$ cat config.mk
export PLATFORM = sky130hd
export DESIGN_NAME = bids_nway_ctrl_flat
export DESIGN_NICKNAME = d
export VERILOG_FILES = /design/src/rtl/bids_nway_if.sv /design/src/rtl/bids_nway_ctrl.sv /design/src/flat_wrapper.sv
export SDC_FILE = /design/constraint.sdc
export NUM_CORES = 1
export LEC_CHECK = 0
export CELL_PAD_IN_SITES_DETAIL_PLACEMENT = 2
export CELL_PAD_IN_SITES_GLOBAL_PLACEMENT = 2
export CORE_MARGIN = 5
export CORE_UTILIZATION = 36
export DETAILED_ROUTE_END_ITERATION = 16
export MAX_ROUTING_LAYER = met4
export PLACE_DENSITY = 0.89
export SLEW_MARGIN = 20
export SYNTH_ARGS = -nofsm -noshare
export SYNTH_HDL_FRONTEND = slang
export SYNTH_SLANG_ARGS = --single-unit
$ cat constraint.sdc
create_clock -name clk -period 15.7 [get_ports clk]
set_input_delay 2.355 -clock clk [delete_from_list [all_inputs] [get_ports clk]]
set_output_delay 2.355 -clock clk [all_outputs]
set_load 0.05 [all_outputs]
$ cat src/rtl/bids_nway_if.sv
// Bidder and host-control signal bundle for the N-way auction controller.
// The slave side is the controller; the master side is whoever drives the bids and ops.
interface bids_nway_if #(
    parameter int NUM_BIDDERS = 4,
    parameter int AMT_W       = 16,
    parameter int BAL_W       = 32
);
    logic [NUM_BIDDERS*AMT_W-1:0] bid_amt;
    logic [NUM_BIDDERS-1:0]       bid;
    logic [NUM_BIDDERS-1:0]       retract;
    logic [31:0]                  C_data;
    logic [3:0]                   C_op;
    logic                         C_start;
    logic [NUM_BIDDERS-1:0]       ack;
    logic [2*NUM_BIDDERS-1:0]     bid_err;
    logic [NUM_BIDDERS*BAL_W-1:0] balance;
    logic [NUM_BIDDERS-1:0]       win;
    logic                         ready;
    logic [2:0]                   err;
    logic                         roundOver;
    logic [AMT_W-1:0]             maxBid;

    modport master (
        output bid_amt, bid, retract, C_data, C_op, C_start,
        input  ack, bid_err, balance, win, ready, err, roundOver, maxBid
    );

    modport slave (
        input  bid_amt, bid, retract, C_data, C_op, C_start,
        output ack, bid_err, balance, win, ready, err, roundOver, maxBid
    );
endinterface

$ cat src/rtl/bids_nway_ctrl.sv
// N-bidder auction controller: host-configured rounds with masking, fees, timeout and leader retract.
//  state    | meaning
//  UNLOCKED | configuration ops accepted, ready=1
//  LOCKED   | config frozen, waiting for C_start or Unlock, ready=1
//  ACTIVE   | round running, bids/retracts resolved every cycle
//  OVER     | single settlement cycle, roundOver/win asserted, then LOCKED
module bids_nway_ctrl #(
    parameter int          NUM_BIDDERS = 4,
    parameter int          AMT_W       = 16,
    parameter int          BAL_W       = 32,
    parameter int          TIMER_W     = 16,
    parameter int unsigned DEFAULT_BAL = 1000
) (
    input logic        clk,
    input logic        reset_n,
    bids_nway_if.slave bus
);
    localparam int N  = NUM_BIDDERS;
    localparam int IW = $clog2(N);

    typedef enum logic [1:0] {S_UNLOCKED, S_LOCKED, S_ACTIVE, S_OVER} state_t;

    state_t             state;
    logic [31:0]        key;
    logic [N-1:0]       mask;
    logic [TIMER_W-1:0] timer_cfg;
    logic [TIMER_W-1:0] timer;
    logic [AMT_W-1:0]   fee;
    logic [IW-1:0]      sel;
    logic [BAL_W-1:0]   balance [N];
    logic               leader_vld;
    logic [IW-1:0]      leader;
    logic [AMT_W-1:0]   max_bid;
    logic [N-1:0]       ack_q;
    logic [2*N-1:0]     bid_err_q;
    logic [N-1:0]       win_q;
    logic               ready_q;
    logic [2:0]         err_q;
    logic               round_over_q;

    logic [AMT_W-1:0]   amt [N];
    logic               is_active;
    logic               ldr_retract;
    logic [AMT_W-1:0]   eff_max;
    logic [N-1:0]       valid;
    logic               best_found;
    logic [IW-1:0]      best_idx;
    logic [AMT_W-1:0]   best_amt;
    logic [2*N-1:0]     bid_err_n;
    logic               nxt_vld;
    logic [IW-1:0]      nxt_ldr;
    logic [AMT_W-1:0]   nxt_max;
    logic               end_round;
    logic [N-1:0]       win_next;
    logic [BAL_W-1:0]   bal_next [N];
    logic [N*BAL_W-1:0] bal_flat;

    // Ops other than no-op are illegal outside their home state; 8..15 are never legal.
    function automatic logic [2:0] op_fault(input logic [3:0] op);
        if (op == 4'd0)
            return 3'd0;
        else if (op >= 4'd8)
            return 3'd5;
        else
            return 3'd1;
    endfunction

    always_comb begin
        is_active = (state == S_ACTIVE);
        for (int i = 0; i < N; i++)
            amt[i] = bus.bid_amt[i*AMT_W +: AMT_W];

        // A leader retract clears the standing bid before this cycle's bids are compared.
        ldr_retract = is_active && leader_vld && bus.retract[leader] && !bus.bid[leader];
        eff_max     = ldr_retract ? '0 : max_bid;

        valid      = '0;
        best_found = 1'b0;
        best_idx   = '0;
        best_amt   = '0;
        bid_err_n  = '0;
        for (int i = 0; i < N; i++) begin
            if (bus.bid[i]) begin
                if (!is_active || !mask[i])
                    bid_err_n[2*i +: 2] = 2'b01;
                else if (amt[i] <= eff_max)
                    bid_err_n[2*i +: 2] = 2'b11;
                else if (balance[i] < (BAL_W'(fee) + BAL_W'(amt[i])))
                    bid_err_n[2*i +: 2] = 2'b10;
                else
                    valid[i] = 1'b1;
            end else if (bus.retract[i]) begin
                if (!is_active)
                    bid_err_n[2*i +: 2] = 2'b01;
                else if (!(leader_vld && leader == IW'(i)))
                    bid_err_n[2*i +: 2] = 2'b11;
            end
        end

        // Strict compare keeps the lowest index on ties.
        for (int i = 0; i < N; i++) begin
            if (valid[i] && (!best_found || amt[i] > best_amt)) begin
                best_found = 1'b1;
                best_idx   = IW'(i);
                best_amt   = amt[i];
            end
        end
        for (int i = 0; i < N; i++)
            if (valid[i] && best_idx != IW'(i))
                bid_err_n[2*i +: 2] = 2'b11;

        nxt_vld = leader_vld;
        nxt_ldr = leader;
        nxt_max = max_bid;
        if (ldr_retract) begin
            nxt_vld = 1'b0;
            nxt_ldr = '0;
            nxt_max = '0;
        end
        if (best_found) begin
            nxt_vld = 1'b1;
            nxt_ldr = best_idx;
            nxt_max = best_amt;
        end

        end_round = is_active && (!bus.C_start || (timer_cfg != '0 && timer == TIMER_W'(1)));

        win_next = '0;
        if (nxt_vld)
            win_next[nxt_ldr] = 1'b1;

        // Settlement uses the leader after this cycle's bids, so last-cycle bids still count.
        for (int i = 0; i < N; i++) begin
            bal_next[i] = balance[i];
            if (valid[i])
                bal_next[i] = bal_next[i] - BAL_W'(fee);
            if (end_round && nxt_vld && nxt_ldr == IW'(i))
                bal_next[i] = bal_next[i] - BAL_W'(nxt_max);
        end
    end

    always_ff @(posedge clk or negedge reset_n) begin
        if (!reset_n) begin
            state        <= S_UNLOCKED;
            key          <= '0;
            mask         <= '1;
            timer_cfg    <= '0;
            timer        <= '0;
            fee          <= '0;
            sel          <= '0;
            for (int i = 0; i < N; i++)
                balance[i] <= BAL_W'(DEFAULT_BAL);
            leader_vld   <= 1'b0;
            leader       <= '0;
            max_bid      <= '0;
            ack_q        <= '0;
            bid_err_q    <= '0;
            win_q        <= '0;
            ready_q      <= 1'b1;
            err_q        <= '0;
            round_over_q <= 1'b0;
        end else begin
            ack_q        <= bus.bid | bus.retract;
            bid_err_q    <= bid_err_n;
            err_q        <= '0;
            round_over_q <= 1'b0;
            case (state)
                S_UNLOCKED: begin
                    if (bus.C_start)
                        err_q <= 3'd3;
                    case (bus.C_op)
                        4'd0: begin end
                        4'd1: err_q <= 3'd1;
                        4'd2: begin
                            key   <= bus.C_data;
                            state <= S_LOCKED;
                        end
                        4'd3: begin
                            if (bus.C_data < 32'(N))
                                sel <= bus.C_data[IW-1:0];
                            else
                                err_q <= 3'd4;
                        end
                        4'd4: balance[sel] <= BAL_W'(bus.C_data);
                        4'd5: mask         <= bus.C_data[N-1:0];
                        4'd6: timer_cfg    <= bus.C_data[TIMER_W-1:0];
                        4'd7: fee          <= bus.C_data[AMT_W-1:0];
                        default: err_q <= 3'd5;
                    endcase
                end
                S_LOCKED: begin
                    // A valid Unlock takes priority over a simultaneous start request.
                    if (bus.C_op == 4'd1) begin
                        if (bus.C_data == key)
                            state <= S_UNLOCKED;
                        else
                            err_q <= 3'd2;
                    end else begin
                        err_q <= op_fault(bus.C_op);
                        if (bus.C_start) begin
                            if (mask == '0) begin
                                err_q <= 3'd3;
                            end else begin
                                state      <= S_ACTIVE;
                                ready_q    <= 1'b0;
                                max_bid    <= '0;
                                leader_vld <= 1'b0;
                                leader     <= '0;
                                win_q      <= '0;
                                timer      <= timer_cfg;
                            end
                        end
                    end
                end
                S_ACTIVE: begin
                    err_q <= op_fault(bus.C_op);
                    for (int i = 0; i < N; i++)
                        balance[i] <= bal_next[i];
                    leader_vld <= nxt_vld;
                    leader     <= nxt_ldr;
                    max_bid    <= nxt_max;
                    if (timer_cfg != '0)
                        timer <= timer - TIMER_W'(1);
                    if (end_round) begin
                        state        <= S_OVER;
                        round_over_q <= 1'b1;
                        win_q        <= win_next;
                    end
                end
                S_OVER: begin
                    err_q   <= op_fault(bus.C_op);
                    state   <= S_LOCKED;
                    ready_q <= 1'b1;
                end
                default: state <= S_UNLOCKED;
            endcase
        end
    end

    always_comb begin
        bal_flat = '0;
        for (int i = 0; i < N; i++)
            bal_flat[i*BAL_W +: BAL_W] = balance[i];
    end

    assign bus.ack       = ack_q;
    assign bus.bid_err   = bid_err_q;
    assign bus.balance   = bal_flat;
    assign bus.win       = win_q;
    assign bus.ready     = ready_q;
    assign bus.err       = err_q;
    assign bus.roundOver = round_over_q;
    assign bus.maxBid    = max_bid;

endmodule

$ cat src/flat_wrapper.sv
// flat-port wrapper written by rule: the top's interface ports become plain ports
module bids_nway_ctrl_flat 
#(
    parameter int          NUM_BIDDERS = 4,
    parameter int          AMT_W       = 16,
    parameter int          BAL_W       = 32,
    parameter int          TIMER_W     = 16,
    parameter int unsigned DEFAULT_BAL = 1000
)
  (clk, reset_n, bus_bid_amt, bus_bid, bus_retract, bus_C_data, bus_C_op, bus_C_start, bus_ack, bus_bid_err, bus_balance, bus_win, bus_ready, bus_err, bus_roundOver, bus_maxBid);
  bids_nway_if #(.NUM_BIDDERS(NUM_BIDDERS), .AMT_W(AMT_W), .BAL_W(BAL_W)) bus_i ();
  input logic clk;
  input logic reset_n;
  input wire logic [$bits(bus_i.bid_amt)-1:0] bus_bid_amt;
  input wire logic [$bits(bus_i.bid)-1:0] bus_bid;
  input wire logic [$bits(bus_i.retract)-1:0] bus_retract;
  input wire logic [$bits(bus_i.C_data)-1:0] bus_C_data;
  input wire logic [$bits(bus_i.C_op)-1:0] bus_C_op;
  input wire logic [$bits(bus_i.C_start)-1:0] bus_C_start;
  output wire logic [$bits(bus_i.ack)-1:0] bus_ack;
  output wire logic [$bits(bus_i.bid_err)-1:0] bus_bid_err;
  output wire logic [$bits(bus_i.balance)-1:0] bus_balance;
  output wire logic [$bits(bus_i.win)-1:0] bus_win;
  output wire logic [$bits(bus_i.ready)-1:0] bus_ready;
  output wire logic [$bits(bus_i.err)-1:0] bus_err;
  output wire logic [$bits(bus_i.roundOver)-1:0] bus_roundOver;
  output wire logic [$bits(bus_i.maxBid)-1:0] bus_maxBid;
  assign bus_i.bid_amt = bus_bid_amt;
  assign bus_i.bid = bus_bid;
  assign bus_i.retract = bus_retract;
  assign bus_i.C_data = bus_C_data;
  assign bus_i.C_op = bus_C_op;
  assign bus_i.C_start = bus_C_start;
  assign bus_ack = bus_i.ack;
  assign bus_bid_err = bus_i.bid_err;
  assign bus_balance = bus_i.balance;
  assign bus_win = bus_i.win;
  assign bus_ready = bus_i.ready;
  assign bus_err = bus_i.err;
  assign bus_roundOver = bus_i.roundOver;
  assign bus_maxBid = bus_i.maxBid;
  bids_nway_ctrl #(.NUM_BIDDERS(NUM_BIDDERS), .AMT_W(AMT_W), .BAL_W(BAL_W), .TIMER_W(TIMER_W), .DEFAULT_BAL(DEFAULT_BAL)) u_core (.clk(clk), .reset_n(reset_n), .bus(bus_i));
endmodule
==> impl_metrics.csv, run 1 <==
group,metric,value,unit
clocking,htree_num_levels,2,
global_route,grt_max_degree,165,
clocking,root_buffer,"clkbuf_16",
floorplanning,die_y,296,um
synthesis,syn_avg_cell_area,8.09,um^2
synthesis,ys_ff_latch,256,
synthesis,synth.distinct_cells,104,
run_status,haltStage,"global routing",
floorplanning,std_cell_rows,104,
run_status,outcome,"did not finish",
place,gp_congestion,0.978,
sta,worst_path_end_type,"sequential cell input",
synthesis,synthFlopType,"dfrtp_1",
synthesis,mappedNetlistArea,0.0294,mm^2
place,preCtsSetupSlack,-1280,ps
synthesis,synth_xor_area_frac,0.0754,
floorplanning,die_w,296,um
global_route,gr-total-overflow,5,
synthesis,synth_compound_area_frac,0.234,
place,io_buffers,275,
synthesis,synth-simple-area-share,0.212,
synthesis,ys_seq_area_frac,0.219,
place,place_hpwl,135000,um
sta,crit_endpoint,"u_core.bus.balance[28]$_DFFE_PN0P_/D",
synthesis,yosys.area_share.adder,0.168,
clocking,clock_sinks,256,
synthesis,syn_inst,3627,
clocking,cts_buffers,36,
floorplanning,initial_utilization,0.364,
global_route,grtUsageTotal,0.753,
synthesis,ys_warn_count,0,
synthesis,synth_fp_nets,4125,
global_route,antenna_found_initial,72,
synthesis,async_flop_share,1.00,
run_status,stop_error,"[ERROR GRT-0232] Routing congestion too high. Check the congestion heatmap in the GUI.",
place,dp_cells,5068,
clocking,cts.path.max_buffers,3,
floorplanning,ioPinCount,276,
synthesis,synth-edff-count,0,
synthesis,synth_mux_area_frac,0.0551,
synthesis,synth_top_family_by_area,"compound AO/OA/AOI/OAI gates",
## Yosys cell counts, types with 89 or more instances
master | count | area, um^2
dfrtp_1 | 227 | 5680
mux2_2 | 92 | 1040
o21ai_0 | 270 | 1350
ha_1 | 375 | 4690
clkbuf_1 | 117 | 439
nand2_1 | 384 | 1440
inv_1 | 120 | 450
a21oi_1 | 252 | 1260
nor3_1 | 89 | 445
nand3_1 | 91 | 455
xor2_1 | 118 | 1030
xnor2_1 | 133 | 1160
nor2_1 | 298 | 1120
## metal layers
metal  GRT usage  GRT overflow
met5           -             -
met4       0.742             1
met2       0.888             3
met1       0.716             0
met3       0.641             1
## what timing repair did
action | CTS
resized for setup | 99
buffers inserted | 28
endpoints found under the setup margin | 98
hold buffers | 0
gates cloned | 2
pin swaps | 40
## per-stage QoR
stage	util	area [um^2]	hold slack (ps)
after CTS	0.457	36800	521
after detailed placement	0.432	34900	490
after global placement	0.432	34900	468
after floorplan	-	29400	465
## logic make-up after synthesis
logic type | after synthesis
AO/OA/AOI/OAI | 1050
flip-flops | 256
multiplexers | 150
adder cells (fa/ha/maj) | 387
XOR/XNOR | 252
buffers and inverters | 266
AND/OR/NAND/NOR | 1266
==> inputs of run 2 (changes only) <==
--- a/config.mk
+++ b/config.mk
@@ -5,13 +5,10 @@
 export SDC_FILE = /design/constraint.sdc
 export NUM_CORES = 1
 export LEC_CHECK = 0
-export CELL_PAD_IN_SITES_DETAIL_PLACEMENT = 2
-export CELL_PAD_IN_SITES_GLOBAL_PLACEMENT = 2
 export CORE_MARGIN = 5
-export CORE_UTILIZATION = 36
+export CORE_UTILIZATION = 25
 export DETAILED_ROUTE_END_ITERATION = 16
-export MAX_ROUTING_LAYER = met4
-export PLACE_DENSITY = 0.89
+export PLACE_DENSITY_LB_ADDON = 0.15
 export SLEW_MARGIN = 20
 export SYNTH_ARGS = -nofsm -noshare
 export SYNTH_HDL_FRONTEND = slang
==> impl_metrics.csv, run 2 <==
group,metric,value,unit
synthesis,synth_xor_area_frac,0.0754,
finish,top_register,"u_core.bus.balance",
setup_path,crit_top_cell,"ha_1",
sta,finClkSkew,38.6,ps
synthesis,synth_mux_area_frac,0.0551,
clocking,htree_num_levels,2,
finish,syn2layout_area_growth,29.4,%
drt,avgRoutedWirePerCell,25.8,um
finish,largest_register_ffs,128,
finish,layout-drive-gt1-share,0.163,
finish,layout_commonest_cell,"nand2_1",
synthesis,async_flop_share,1.00,
global_route,grt_pass1_wl,211000,um
drt,routed_via_density,5.37,
place,io_buffers,275,
sta,fmax,65.9,MHz
clocking,cts_tree,"yes",
drt,ant_nets,0,
drt,via_count,30594,
synthesis,yosys.area_share.adder,0.168,
drt,wl_met1,67000,um
synthesis,synthFlopType,"dfrtp_1",
global_route,antenna_found_initial,9,
synthesis,yosysTopAreaCell,"dfrtp_1",
setup_path,critical-path-max-stage-delay,490,ps
finish,fillers,12490,
floorplanning,die_y,353,um
floorplanning,initial_utilization,0.252,
sta,tightest_slew,1050,ps
drt,dr_wl_met3,8580,um
clocking,cts.path.max_buffers,3,
floorplanning,die_area,0.124,mm^2
global_route,grt_max_degree,63,
synthesis,synth_top_family_by_area,"compound AO/OA/AOI/OAI gates",
synthesis,syn_avg_cell_area,8.09,um^2
synthesis,synth_top_area_frac,0.194,
worst_hold_path,min-delay-path-class,"reg -> reg",
power,ir_worst_vdd,0.000102,V
clocking,clock_sinks,256,
clocking,insertion_delay,610,ps
finish,utilization,0.326,
synthesis,synth_most_common_cell,"nand2_1",
synthesis,synth_compound_area_frac,0.234,
drt,top_layer,"met5",
setup_path,crit_path_max_fanout,10,
finish,final_cell_mix,"nand2_1, ha_1, buf_4, nor2_1, clkdlybuf4s50_1",
floorplanning,std_cell_rows,125,
clocking,cts_buffers,40,
clocking,clk_pin_slew_worst_paths,60,ps
global_route,grt_pass1_vias,30053,
synthesis,synth-edff-count,0,
synthesis,ys_seq_area_frac,0.219,
setup_path,crit_path_end_kind,"flip-flop",
synthesis,synth_common_cells,"nand2_1, ha_1, nor2_1, o21ai_0, a21oi_1",
power,static-leakage-power,15.8,nW
synthesis,ys_warn_count,0,
job,max_cap_violations,0,
finish,nNetsFinal,4638,
synthesis,mappedNetlistArea,0.0294,mm^2
synthesis,synth_fp_nets,4125,
floorplanning,die_w,353,um
global_route,gr-total-overflow,0,
clocking,ctsHoldBuffers,0,
drt,drc,0,
sta,period_share,0.966,
finish,largestRegisters,"u_core.bus.balance: 128 flops, u_core.key: 32 flops",
setup_path,reg2regPathDepth,70,
setup_path,critPathSlowestCell,"or4_4",
worst_hold_path,holdPathStages,2,
sta,finalHoldViolCount,0,
floorplanning,ioPinCount,276,
setup_path,critPathRequiredTime,16140,ps
synthesis,syn_inst,3627,
clocking,root_buffer,"clkbuf_16",
sta,layout_min_cycle_time,15170,ps
setup_path,path_class,"in -> reg",
drt,wl_met2,67000,um
global_route,grtUsageTotal,0.226,
run_status,outcome,"complete, no violations",
floorplanning,core,0.116,mm^2
power,powerDensity,231,mW/mm^2
place,gp_congestion,0.924,
drt,first_iter_violations,2158,
synthesis,synth-simple-area-share,0.212,
place,place_hpwl,120000,um
synthesis,synth_area_leaders,"dfrtp_1, ha_1, nand2_1, o21ai_0, a21oi_1",
sta,final_max_slew_viol_count,0,
sta,max-slew-margin-rel,0.291,
synthesis,ys_ff_latch,256,
sta,timing.hold.ws,498,ps
drt,routed_wl,147000,um
synthesis,synth.distinct_cells,104,
setup_path,cp-start-kind,"input port",
drt,drtPass1Iterations,5,
sta,setup_viol,0,
setup_path,cp.arrival,15600,ps
[run 2: cell counts after synthesis]
Identical to the previous run, type by type.
[run 2: final timing paths]
path | slack, ps | to | startpoint
hold / removal | 500 | u_core.timer[1]$_DFFE_PN0P_ | u_core.timer[1]$_DFFE_PN0P_
max in group asynchronous | 12010 | u_core.bus.balance[120]$_DFFE_PN0P_ | reset_n
setup / recovery | 530 | u_core.bus.balance[119]$_DFFE_PN0P_ | bus_bid_amt[1]
min in group asynchronous | 1640 | u_core.bus.balance[89]$_DFFE_PN0P_ | reset_n
setup reg to reg | 1790 | u_core.bus.balance[119]$_DFFE_PN0P_ | u_core.fee[1]$_DFFE_PN0P_
hold reg to reg | 500 | u_core.timer[1]$_DFFE_PN0P_ | u_core.timer[1]$_DFFE_PN0P_
[run 2: repair_timing]
action                                  CTS  global route
endpoints found under the setup margin   52            85
buffers inserted                          1            10
pin swaps                                 8            40
gates cloned                              0             2
resized for setup                        23            88
[run 2: logic make-up after synthesis]
group                    count (synthesis)
adder cells (fa/ha/maj)                387
multiplexers                           150
AND/OR/NAND/NOR                       1266
flip-flops                             256
XOR/XNOR                               252
AO/OA/AOI/OAI                         1050
buffers and inverters                  266
[run 2: critical path, delay by kind of cell]
family	cells	cell delay, ps
xor gates and xnor gates	1	80
and+or+nand+nor	19	3610
buffers and inverters	11	1830
muxes	1	240
adders and majority gates	6	1650
AOI/OAI and AO/OA	31	5760
[run 2: cell type report]
cell class,instances,area (um^2),area share
Antenna cell,1,2.50,0.0000659
Timing Repair Buffer,617,5470,0.144
Multi-Input combinational cell,3105,22400,0.590
Tap cell,1524,1910,0.0502
Sequential cell,256,6440,0.170
Clock inverter,17,171,0.00451
Clock buffer,56,1130,0.0298
Inverter,120,450,0.0119
[run 2: per-stage QoR]
step / setup TNS (ps) / instance area, um^2 / cells / setup slack [ps] / power, W
global placement: -40190 / 36100 / 5609 / -992 / 0.00769
finish: 0 / 38000 / 5696 / 534 / 0.00878
floorplan: 0 / 29400 / 3627 / 146 / 0.00538
CTS: 0 / 37500 / 5683 / 13.9 / 0.00870
global route: -499 / 38000 / 5695 / -67.6 / 0.00947
detailed placement: -47620 / 36100 / 5609 / -1010 / 0.00770
[run 2: metal layers]
metal / track usage / vias up
met5: 0 / -
met4: 0.0596 / 2
met3: 0.0372 / 155
met2: 0.374 / 857
met1: 0.307 / 15040
li1: - / 14540
[run 2: report_power, final]
part / total [W] / internal [W] / switching, W
clock: 0.000915 / 0.000524 / 0.000391
sequential: 0.00146 / 0.000946 / 0.000515
combinational: 0.00640 / 0.00265 / 0.00375
total: 0.00878 / 0.00412 / 0.00466
Power figures use the tool's default switching activity.
